[src/rtl/brightness_ctrl_pkg.sv]
// Shared widths, defaults and repeat-FSM encoding for the front-panel brightness selector.
package brightness_ctrl_pkg;

    localparam int LEVEL_W       = 3;
    localparam int MAX_LEVEL_DEF = 4;

    typedef enum logic [1:0] {
        REP_IDLE   = 2'd0,
        REP_DELAY  = 2'd1,
        REP_REPEAT = 2'd2
    } rep_state_t;

    // Counter width able to hold 0..n-1, never narrower than one bit.
    function automatic int unsigned cnt_width(input int unsigned n);
        return (n > 1) ? $clog2(n) : 1;
    endfunction

endpackage

[src/rtl/brightness_ctrl_btn_debounce_repeat.sv]
// One front-panel button: 2-flop synchroniser, stability debounce, and hold-to-repeat step generator.
//
//   state      | meaning
//   REP_IDLE   | button released (or press not yet acted on)
//   REP_DELAY  | first step issued, waiting for the initial repeat delay
//   REP_REPEAT | auto-repeating at the repeat rate
module btn_debounce_repeat
    import brightness_ctrl_pkg::*;
#(
    parameter int unsigned DEBOUNCE_CYC  = 32000,
    parameter int unsigned REP_DELAY_CYC = 1600000,
    parameter int unsigned REP_RATE_CYC  = 640000
) (
    input  logic clk,
    input  logic reset,
    input  logic btn_n,
    input  logic hold,
    output logic pressed,
    output logic step
);

    localparam int unsigned DB_W = cnt_width(DEBOUNCE_CYC);
    localparam int unsigned TM_W = cnt_width((REP_DELAY_CYC > REP_RATE_CYC) ? REP_DELAY_CYC : REP_RATE_CYC);
    localparam logic [DB_W-1:0] DB_LAST    = DB_W'(DEBOUNCE_CYC - 1);
    localparam logic [TM_W-1:0] DELAY_LOAD = TM_W'(REP_DELAY_CYC - 1);
    localparam logic [TM_W-1:0] RATE_LOAD  = TM_W'(REP_RATE_CYC - 1);

    logic            sync_1, sync_2;
    logic            sample;
    logic [DB_W-1:0] db_cnt;
    rep_state_t      state, state_nxt;
    logic [TM_W-1:0] timer, timer_nxt;

    always_ff @(posedge clk or negedge reset) begin
        if (!reset) begin
            sync_1 <= 1'b1;
            sync_2 <= 1'b1;
        end else begin
            sync_1 <= btn_n;
            sync_2 <= sync_1;
        end
    end

    assign sample = ~sync_2;

    always_ff @(posedge clk or negedge reset) begin
        if (!reset) begin
            pressed <= 1'b0;
            db_cnt  <= '0;
        end else if (sample == pressed) begin
            db_cnt <= '0;
        end else if (db_cnt == DB_LAST) begin
            pressed <= sample;
            db_cnt  <= '0;
        end else begin
            db_cnt <= db_cnt + DB_W'(1);
        end
    end

    always_ff @(posedge clk or negedge reset) begin
        if (!reset) begin
            state <= REP_IDLE;
            timer <= '0;
        end else begin
            state <= state_nxt;
            timer <= timer_nxt;
        end
    end

    // Timers are loaded with N-1 on entry so the step lands exactly N cycles later.
    always_comb begin
        state_nxt = state;
        timer_nxt = timer;
        step      = 1'b0;
        if (!pressed) begin
            state_nxt = REP_IDLE;
            timer_nxt = '0;
        end else if (!hold) begin
            case (state)
                REP_IDLE: begin
                    step      = 1'b1;
                    state_nxt = REP_DELAY;
                    timer_nxt = DELAY_LOAD;
                end
                REP_DELAY: begin
                    if (timer == '0) begin
                        step      = 1'b1;
                        state_nxt = REP_REPEAT;
                        timer_nxt = RATE_LOAD;
                    end else begin
                        timer_nxt = timer - TM_W'(1);
                    end
                end
                REP_REPEAT: begin
                    if (timer == '0) begin
                        step      = 1'b1;
                        timer_nxt = RATE_LOAD;
                    end else begin
                        timer_nxt = timer - TM_W'(1);
                    end
                end
                default: begin
                    state_nxt = REP_IDLE;
                    timer_nxt = '0;
                end
            endcase
        end
    end

endmodule

[src/rtl/brightness_ctrl.sv]
// Front-panel brightness selector: two debounced repeat buttons step a saturating level to the PWM stage.
// Define NIGHT_DIM_EN to cap the output at NIGHT_LEVEL during the GPS-timed night window.
module brightness_ctrl
    import brightness_ctrl_pkg::*;
#(
    parameter int unsigned DEBOUNCE_CYC  = 32000,
    parameter int unsigned REP_DELAY_CYC = 1600000,
    parameter int unsigned REP_RATE_CYC  = 640000,
    parameter int unsigned MAX_LEVEL     = MAX_LEVEL_DEF,
`ifdef NIGHT_DIM_EN
    parameter int unsigned NIGHT_START   = 22,
    parameter int unsigned NIGHT_END     = 6,
    parameter int unsigned NIGHT_LEVEL   = 0,
`endif
    parameter int unsigned RESET_LEVEL   = 2
) (
    input  logic               clk,
    input  logic               reset,
    input  logic               btn_up_n,
    input  logic               btn_dn_n,
    input  logic [4:0]         hour,
    input  logic               hour_valid,
    output logic [LEVEL_W-1:0] brightness,
    output logic               level_changed
);

    localparam logic [LEVEL_W-1:0] MAX_L   = LEVEL_W'(MAX_LEVEL);
    localparam logic [LEVEL_W-1:0] RESET_L = LEVEL_W'(RESET_LEVEL);

    logic               up_pressed, dn_pressed, both_pressed;
    logic               up_step, dn_step;
    logic [LEVEL_W-1:0] user_level, user_level_nxt, level_cap;

    assign both_pressed = up_pressed & dn_pressed;

    btn_debounce_repeat #(
        .DEBOUNCE_CYC (DEBOUNCE_CYC),
        .REP_DELAY_CYC(REP_DELAY_CYC),
        .REP_RATE_CYC (REP_RATE_CYC)
    ) u_btn_up (
        .clk    (clk),
        .reset  (reset),
        .btn_n  (btn_up_n),
        .hold   (both_pressed),
        .pressed(up_pressed),
        .step   (up_step)
    );

    btn_debounce_repeat #(
        .DEBOUNCE_CYC (DEBOUNCE_CYC),
        .REP_DELAY_CYC(REP_DELAY_CYC),
        .REP_RATE_CYC (REP_RATE_CYC)
    ) u_btn_dn (
        .clk    (clk),
        .reset  (reset),
        .btn_n  (btn_dn_n),
        .hold   (both_pressed),
        .pressed(dn_pressed),
        .step   (dn_step)
    );

    always_comb begin
        user_level_nxt = user_level;
        if (up_step && !dn_step && user_level < MAX_L)
            user_level_nxt = user_level + LEVEL_W'(1);
        else if (dn_step && !up_step && user_level != '0)
            user_level_nxt = user_level - LEVEL_W'(1);
    end

    always_ff @(posedge clk or negedge reset) begin
        if (!reset) user_level <= RESET_L;
        else        user_level <= user_level_nxt;
    end

`ifdef NIGHT_DIM_EN
    localparam logic [4:0]         N_START = 5'(NIGHT_START);
    localparam logic [4:0]         N_END   = 5'(NIGHT_END);
    localparam logic [LEVEL_W-1:0] N_LEVEL = LEVEL_W'(NIGHT_LEVEL);

    logic night;

    // Start after end means the window wraps through midnight; equal bounds give no night at all.
    always_comb begin
        night = 1'b0;
        if (hour_valid && hour <= 5'd23) begin
            if (N_START < N_END)
                night = (hour >= N_START) && (hour < N_END);
            else if (N_START > N_END)
                night = (hour >= N_START) || (hour < N_END);
        end
        level_cap = (night && user_level > N_LEVEL) ? N_LEVEL : user_level;
    end
`else
    logic unused_time;

    assign unused_time = ^{hour, hour_valid};
    assign level_cap   = user_level;
`endif

    always_ff @(posedge clk or negedge reset) begin
        if (!reset) begin
            brightness    <= RESET_L;
            level_changed <= 1'b0;
        end else begin
            brightness    <= level_cap;
            level_changed <= (level_cap != brightness);
        end
    end

endmodule

[config.mk]
export PLATFORM = sky130hd
export DESIGN_NAME = brightness_ctrl
export DESIGN_NICKNAME = d
export VERILOG_FILES = /design/src/rtl/brightness_ctrl_pkg.sv /design/src/rtl/brightness_ctrl_btn_debounce_repeat.sv /design/src/rtl/brightness_ctrl.sv
export SDC_FILE = /design/constraint.sdc
export NUM_CORES = 1
export LEC_CHECK = 0
export ABC_AREA = 1
export CORE_MARGIN = 10
export CORE_UTILIZATION = 50
export CTS_CLUSTER_SIZE = 28
export DETAILED_ROUTE_END_ITERATION = 16
export GPL_TIMING_DRIVEN = 1
export HOLD_SLACK_MARGIN = 0.05
export PLACE_DENSITY_LB_ADDON = 0.2
export SYNTH_ARGS = -nofsm -noshare
export SYNTH_HDL_FRONTEND = slang
export SYNTH_SLANG_ARGS = --single-unit
[constraint.sdc]
create_clock -name clk -period 4.9 [get_ports clk]
set_clock_uncertainty 0.2 [all_clocks]
set_input_delay 0.735 -clock clk [delete_from_list [all_inputs] [get_ports clk]]
set_output_delay 0.735 -clock clk [all_outputs]
set_load 0.05 [all_outputs]
==> flow_summary.json, run 1 <==
{
  "slowest_delay_ps": 430,
  "hp-class": "reg2reg",
  "reg2reg_depth": 13,
  "worst_setup_path_start_kind": "flip-flop",
  "grt_pass1_wl_um": 17800,
  "synthArstFlopShare": 1.00,
  "die_w_um": 121,
  "path_cells": "inv_1, ha_1, inv_1, nor2_2, nand4_2, nand2_2, nand2_2, fa_1, inv_1, nand4_1, nand2_1, nand2_1, nand2_1",
  "seq_power_share": 0.563,
  "drc": 0,
  "cp-startpoint": "u_btn_up.state[0]",
  "clock-sinks": 89,
  "routed_wl_um": 9990,
  "syn_inst": 621,
  "drtAntennaViolNets": 0,
  "p_leak_nw": 2.79,
  "grt_pass1_vias": 4002,
  "pwr-share-clk": 0.415,
  "nNetsFinal": 657,
  "cap_violations": 0,
  "period_minus_slack_ps": 2730,
  "cp_slowest_cell": "nor2_2",
  "critical-path-top-delay-family": "simple AND/OR/NAND/NOR gates",
  "r2r_slack_ps": 2170,
  "post_cts_buffers": 0,
  "p_switching_w": 0.000287,
  "worstPathArrival_ps": 2840,
  "syn_area_um2": 5080,
  "core_um2": 9820,
  "first_pass_iters": 5,
  "std_cell_rows": 36,
  "status": "complete, no violations",
  "cts_tree": "yes",
  "initial_utilization": 0.518,
  "ir_worst_vdd_mv": 0.122,
  "clk_pin_slew_ps": 90,
  "slew_violations": 0,
  "min_from": "u_btn_dn.sync_1",
  "synth.most_common_cell": "nand2_1",
  "yosysTopAreaCell": "dfrtp_1",
  "numCtsBuffers": 9,
  "finalCritPeriodShare": 0.557,
  "worst-path-stages": 13,
  "routedWlPerCell_um": 13.0,
  "io_pins": 14,
  "cts-root-buf": "clkbuf_8",
  "synth_area_per_cell_um2": 8.18,
  "holdPathStages": 0,
  "synth.top_cells.by_count": "nand2_1 (106), dfrtp_1 (83), inv_1 (75)",
  "vias": 4073,
  "hold_buffers": 0,
  "p_comb_frac": 0.022,
  "yosysWarnings": 0,
  "track_usage": 0.145,
  "cts.htree.levels": 3,
  "synth_top_area_frac": 0.409,
  "yosysSeqAreaShare": 0.440,
  "slew_headroom": 0.420,
  "antenna_cells": 0,
  "pre_cts_ws_ps": 2210,
  "clockBufferDepth": 2,
  "timing_hold_violations_final": 0,
  "r2r-start": "u_btn_up.state[0]",
  "worst_slew_pin_slew_ps": 869,
  "grt_max_degree": 54,
  "dpl.hpwl_um": 7170,
  "port_buffers": 7,
  "synth.area.top_cells": "dfrtp_1 (41%), nand2_1 (7.8%), inv_1 (5.5%)",
  "dieArea_um2": 14600,
  "endpoint_kind": "flip-flop",
  "grt_overflow": 0,
  "die_y_um": 121,
  "via_per_inst": 5.30,
  "yosys_most_used_dff": "dfrtp_1",
  "clk_latency_ps": 370,
  "drive_gt1_frac": 0.117,
  "synth.net_count": 648,
  "tns_ps": 0,
  "switching_share": 0.217,
  "drt_iter0_drc": 247,
  "cp_max_fo": 11,
  "fmax_ghz": 0.366,
  "post-route-util": 0.557,
  "rsz0062_at_grt": "no",
  "gp_congestion": 0.831,
  "p_int_w": 0.00104,
  "setup_viol": 0,
  "required_ps": 5010,
  "ys_ff_latch": 89,
  "cts-resized-gates": 0,
  "crit_type": "reg2reg",
  "synth_edf_count": 0,
  "cp.buffers_inverters": 3,
  "antenna_found_initial": 0,
  "setup_ws_ps": 2170,
  "powerDensity_nw_per_um2": 242,
  "ys_types": 46,
  "syn_to_final_growth_pct": 7.58
}
-- kinds of logic (layout without fill, tap and decap cells) --
kind of cell | after synthesis | count (layout) | share of synthesized area
xor gates and xnor gates | 27 | 27 | 0.0465
AOI/OAI and AO/OA | 103 | 103 | 0.117
DFF | 89 | 89 | 0.440
buffers and inverters | 91 | 105 | 0.0734
muxes | 1 | 1 | 0.00222
and+or+nand+nor | 293 | 293 | 0.278
adders and majority gates | 17 | 17 | 0.0433
-- worst paths after layout --
check,end
min in group asynchronous,u_btn_dn.db_cnt[9]
max in group asynchronous,u_btn_up.sync_1
min reg2reg,u_btn_dn.sync_2
min,u_btn_dn.sync_2
max,level_cap[2]
max reg2reg,level_cap[2]
-- routing by layer --
layer,part of all wire,GRT usage
met4,0.022,0.0633
met2,0.46,0.232
met1,0.48,0.185
met3,0.030,0.0316
met5,0,0
-- cell type report --
type	count	area (um2)
Sequential cell	89	2230
Tap cell	133	166
Multi-Input combinational cell	441	2470
Timing Repair Buffer	8	75.1
Inverter	81	307
Clock inverter	5	78.8
Clock buffer	11	131
Fill cell	932	4350
-- sequential cells by signal (all words and copies together) (netlist names) --
register / cells
u_btn_dn.timer: 21
u_btn_up.timer: 21
u_btn_dn.db_cnt: 15
u_btn_up.db_cnt: 15
brightness: 3
level_cap: 3
u_btn_dn.state: 2
u_btn_up.state: 2
level_changed: 1
u_btn_dn.pressed: 1
u_btn_dn.sync_1: 1
u_btn_dn.sync_2: 1
u_btn_up.pressed: 1
u_btn_up.sync_1: 1
u_btn_up.sync_2: 1
-- metrics by stage --
step           power (W)  instances  instance area (um2)  hold slack (ps)
4_1_cts          0.00134        768                 5470              161
3_3_place_gp    0.000790        752                 5260              150
2_1_floorplan   0.000770        621                 5080              145
5_1_grt          0.00138        768                 5470              167
3_5_place_dp    0.000790        752                 5260              149
6_report         0.00132        768                 5470              160
-- power by group through the flow --
stage                     Clock (W)  Combinational (W)  Sequential [W]
after floorplan                   0          0.0000121        0.000758
after global placement            0          0.0000309        0.000759
after detailed placement          0          0.0000312        0.000759
after CTS                  0.000564          0.0000313        0.000745
after global routing       0.000596          0.0000356        0.000745
final                      0.000549          0.0000295        0.000744
-- placed cells by master (no fill, tap or decap), drive strengths merged, types with 3 or more instances in the layout --
| cell | synthesis | routed |
|---|---|---|
| o21ai | 43 | 43 |
| a31oi | 4 | 4 |
| ha | 16 | 16 |
| dfstp | 6 | 6 |
| nand2 | 118 | 118 |
| o221ai | 4 | 4 |
| clkdlybuf4s50 | 0 | 6 |
| xnor2 | 11 | 11 |
| xor2 | 16 | 16 |
| nand4 | 12 | 12 |
| o311ai | 3 | 3 |
| o22ai | 3 | 3 |
| nor3b | 4 | 4 |
| dfrtp | 83 | 83 |
| a21oi | 31 | 31 |
| nand3 | 41 | 41 |
| nor3 | 14 | 14 |
| inv | 81 | 82 |
| nor2 | 95 | 95 |
| o211ai | 9 | 9 |
| o21a | 3 | 3 |
| clkbuf | 1 | 11 |
Power figures use the tool's default switching activity.
==> inputs of run 2 (changes only) <==
Clock period 4.9 ns to 2.4 ns, I/O delays scaled along.
==> run 2 against run 1 <==
  * Non-clock buffer count rose by 10
  * Highest routed layer unchanged
  * Sequential cell count did not move
  * Final area rose by 2.6%
  * Wire length rose by 0.37%
  * Combinational power rose by 130%
  * Largest power group unchanged
  * Critical path type is now reg2out
  * Critical endpoint is now brightness[1]
==> flow_summary.json, run 2 (synthesis gave the netlist of run 1 again) <==
{
  "gp_congestion": 0.862,
  "required_ps": 1840,
  "worst_setup_path_start_kind": "flip-flop",
  "cp_max_fo": 2,
  "io_pins": 14,
  "hp-class": "reg2reg",
  "powerDensity_nw_per_um2": 503,
  "finalPower_w": 0.00282,
  "slew_headroom": 0.652,
  "setup_viol": 0,
  "final_cell_mix": "nand2_1 (105), dfrtp_1 (83), inv_1 (73)",
  "crit_type": "reg2out",
  "reg2reg_depth": 13,
  "pre_cts_ws_ps": 68.9,
  "path_cells": "clkdlybuf4s50_1",
  "cts-root-buf": "clkbuf_8",
  "worst_slew_pin_slew_ps": 520,
  "period_minus_slack_ps": 2280,
  "worstPathArrival_ps": 1720,
  "drc": 0,
  "track_usage": 0.145,
  "fin_cells": 778,
  "critical-path-top-delay-family": "buffers and inverters",
  "final_common_cell": "nand2_1",
  "antenna_cells": 0,
  "grt_pass1_wl_um": 17800,
  "core_um2": 9820,
  "clk_pin_slew_ps": 90,
  "routed_wl_um": 10000,
  "routedWlPerCell_um": 12.9,
  "finalCritPeriodShare": 0.949,
  "grt_overflow": 0,
  "cp.buffers_inverters": 1,
  "dieArea_um2": 14600,
  "dpl.hpwl_um": 7150,
  "drt_iter0_drc": 267,
  "syn_to_final_growth_pct": 10.4,
  "dp_cells": 759,
  "antenna_found_initial": 0,
  "grt_pass1_vias": 3951,
  "post-route-util": 0.571,
  "clk_latency_ps": 380,
  "slowest_delay_ps": 800,
  "holdPathStages": 0,
  "cts.htree.levels": 3,
  "holdWs_ps": 161,
  "vias": 4057,
  "worst-path-stages": 1,
  "endpoint_kind": "primary output",
  "die_w_um": 121,
  "cap_violations": 0,
  "cts_tree": "yes",
  "drive_gt1_frac": 0.133,
  "p_leak_nw": 2.85,
  "nNetsFinal": 667,
  "drtAntennaViolNets": 0,
  "clockBufferDepth": 2,
  "via_per_inst": 5.21,
  "grt_max_degree": 55,
  "reg_top3": "u_btn_dn.timer (21), u_btn_up.timer (21)",
  "status": "complete, no violations",
  "setup_ws_ps": 122,
  "clock-sinks": 89,
  "port_buffers": 7,
  "timing_hold_violations_final": 0,
  "ir_worst_vdd_mv": 0.247,
  "die_y_um": 121,
  "first_pass_iters": 4,
  "std_cell_rows": 36,
  "numCtsBuffers": 9,
  "initial_utilization": 0.518,
  "fmax_ghz": 0.439,
  "r2r_slack_ps": 180,
  "slew_violations": 0,
  "cp_slowest_cell": "clkdlybuf4s50_1"
}
## run 2: layer usage
layer | up-vias | wire [um] | track usage
li1 | 2058 | - | -
met2 | 28 | 4750 | 0.237
met3 | 11 | 245 | 0.0247
met1 | 1960 | 4840 | 0.184
met5 | - | 0 | 0
met4 | 0 | 189 | 0.0664
## run 2: power breakdown
group / total [W] / switching (W) / internal [W]
registers: 0.00152 / 0.00000763 / 0.00151
logic: 0.0000668 / 0.0000466 / 0.0000202
clock network: 0.00124 / 0.000544 / 0.000693
## run 2: final cells by class
type                       count  area (um2)
clock buffer                  11         131
multi-input combinational    441        2500
tap                          133         166
fill                         941        4210
inverter                      81         307
timing repair buffer          18         165
clock inverter                 5         105
sequential                    89        2230
## run 2: final timing paths
path	start	end
setup / recovery	brightness[1]	brightness[1]
hold / removal	u_btn_dn.sync_1	u_btn_dn.sync_2
setup reg to reg	u_btn_up.state[1]	level_cap[2]
hold reg to reg	u_btn_dn.sync_1	u_btn_dn.sync_2
max in group asynchronous	reset	level_cap[1]
min in group asynchronous	reset	u_btn_dn.db_cnt[7]
## run 2: worst register-to-register path, delay by kind of cell (launching register included)
| kind | cells | cell delay, ps |
|---|---|---|
| simple gates | 8 | 690 |
| fa+ha+maj | 2 | 660 |
| flops | 1 | 400 |
| buf+inv | 3 | 210 |
## run 2: through the flow
stage | area, um2 | setup TNS (ps)
after global routing | 5610 | -4.85
after global placement | 5320 | 0
after floorplan | 5080 | 0
after CTS | 5570 | 0
after detailed placement | 5320 | 0
final | 5610 | 0
## run 2: repair_timing
| action | 4_1_cts | 5_1_grt |
|---|---|---|
| hold buffers | 1 | 0 |
| gates resized for setup | 0 | 7 |
| endpoints found under the setup margin | 0 | 1 |
| buffers inserted | 0 | 2 |
| hold endpoints to repair | 33 | 0 |
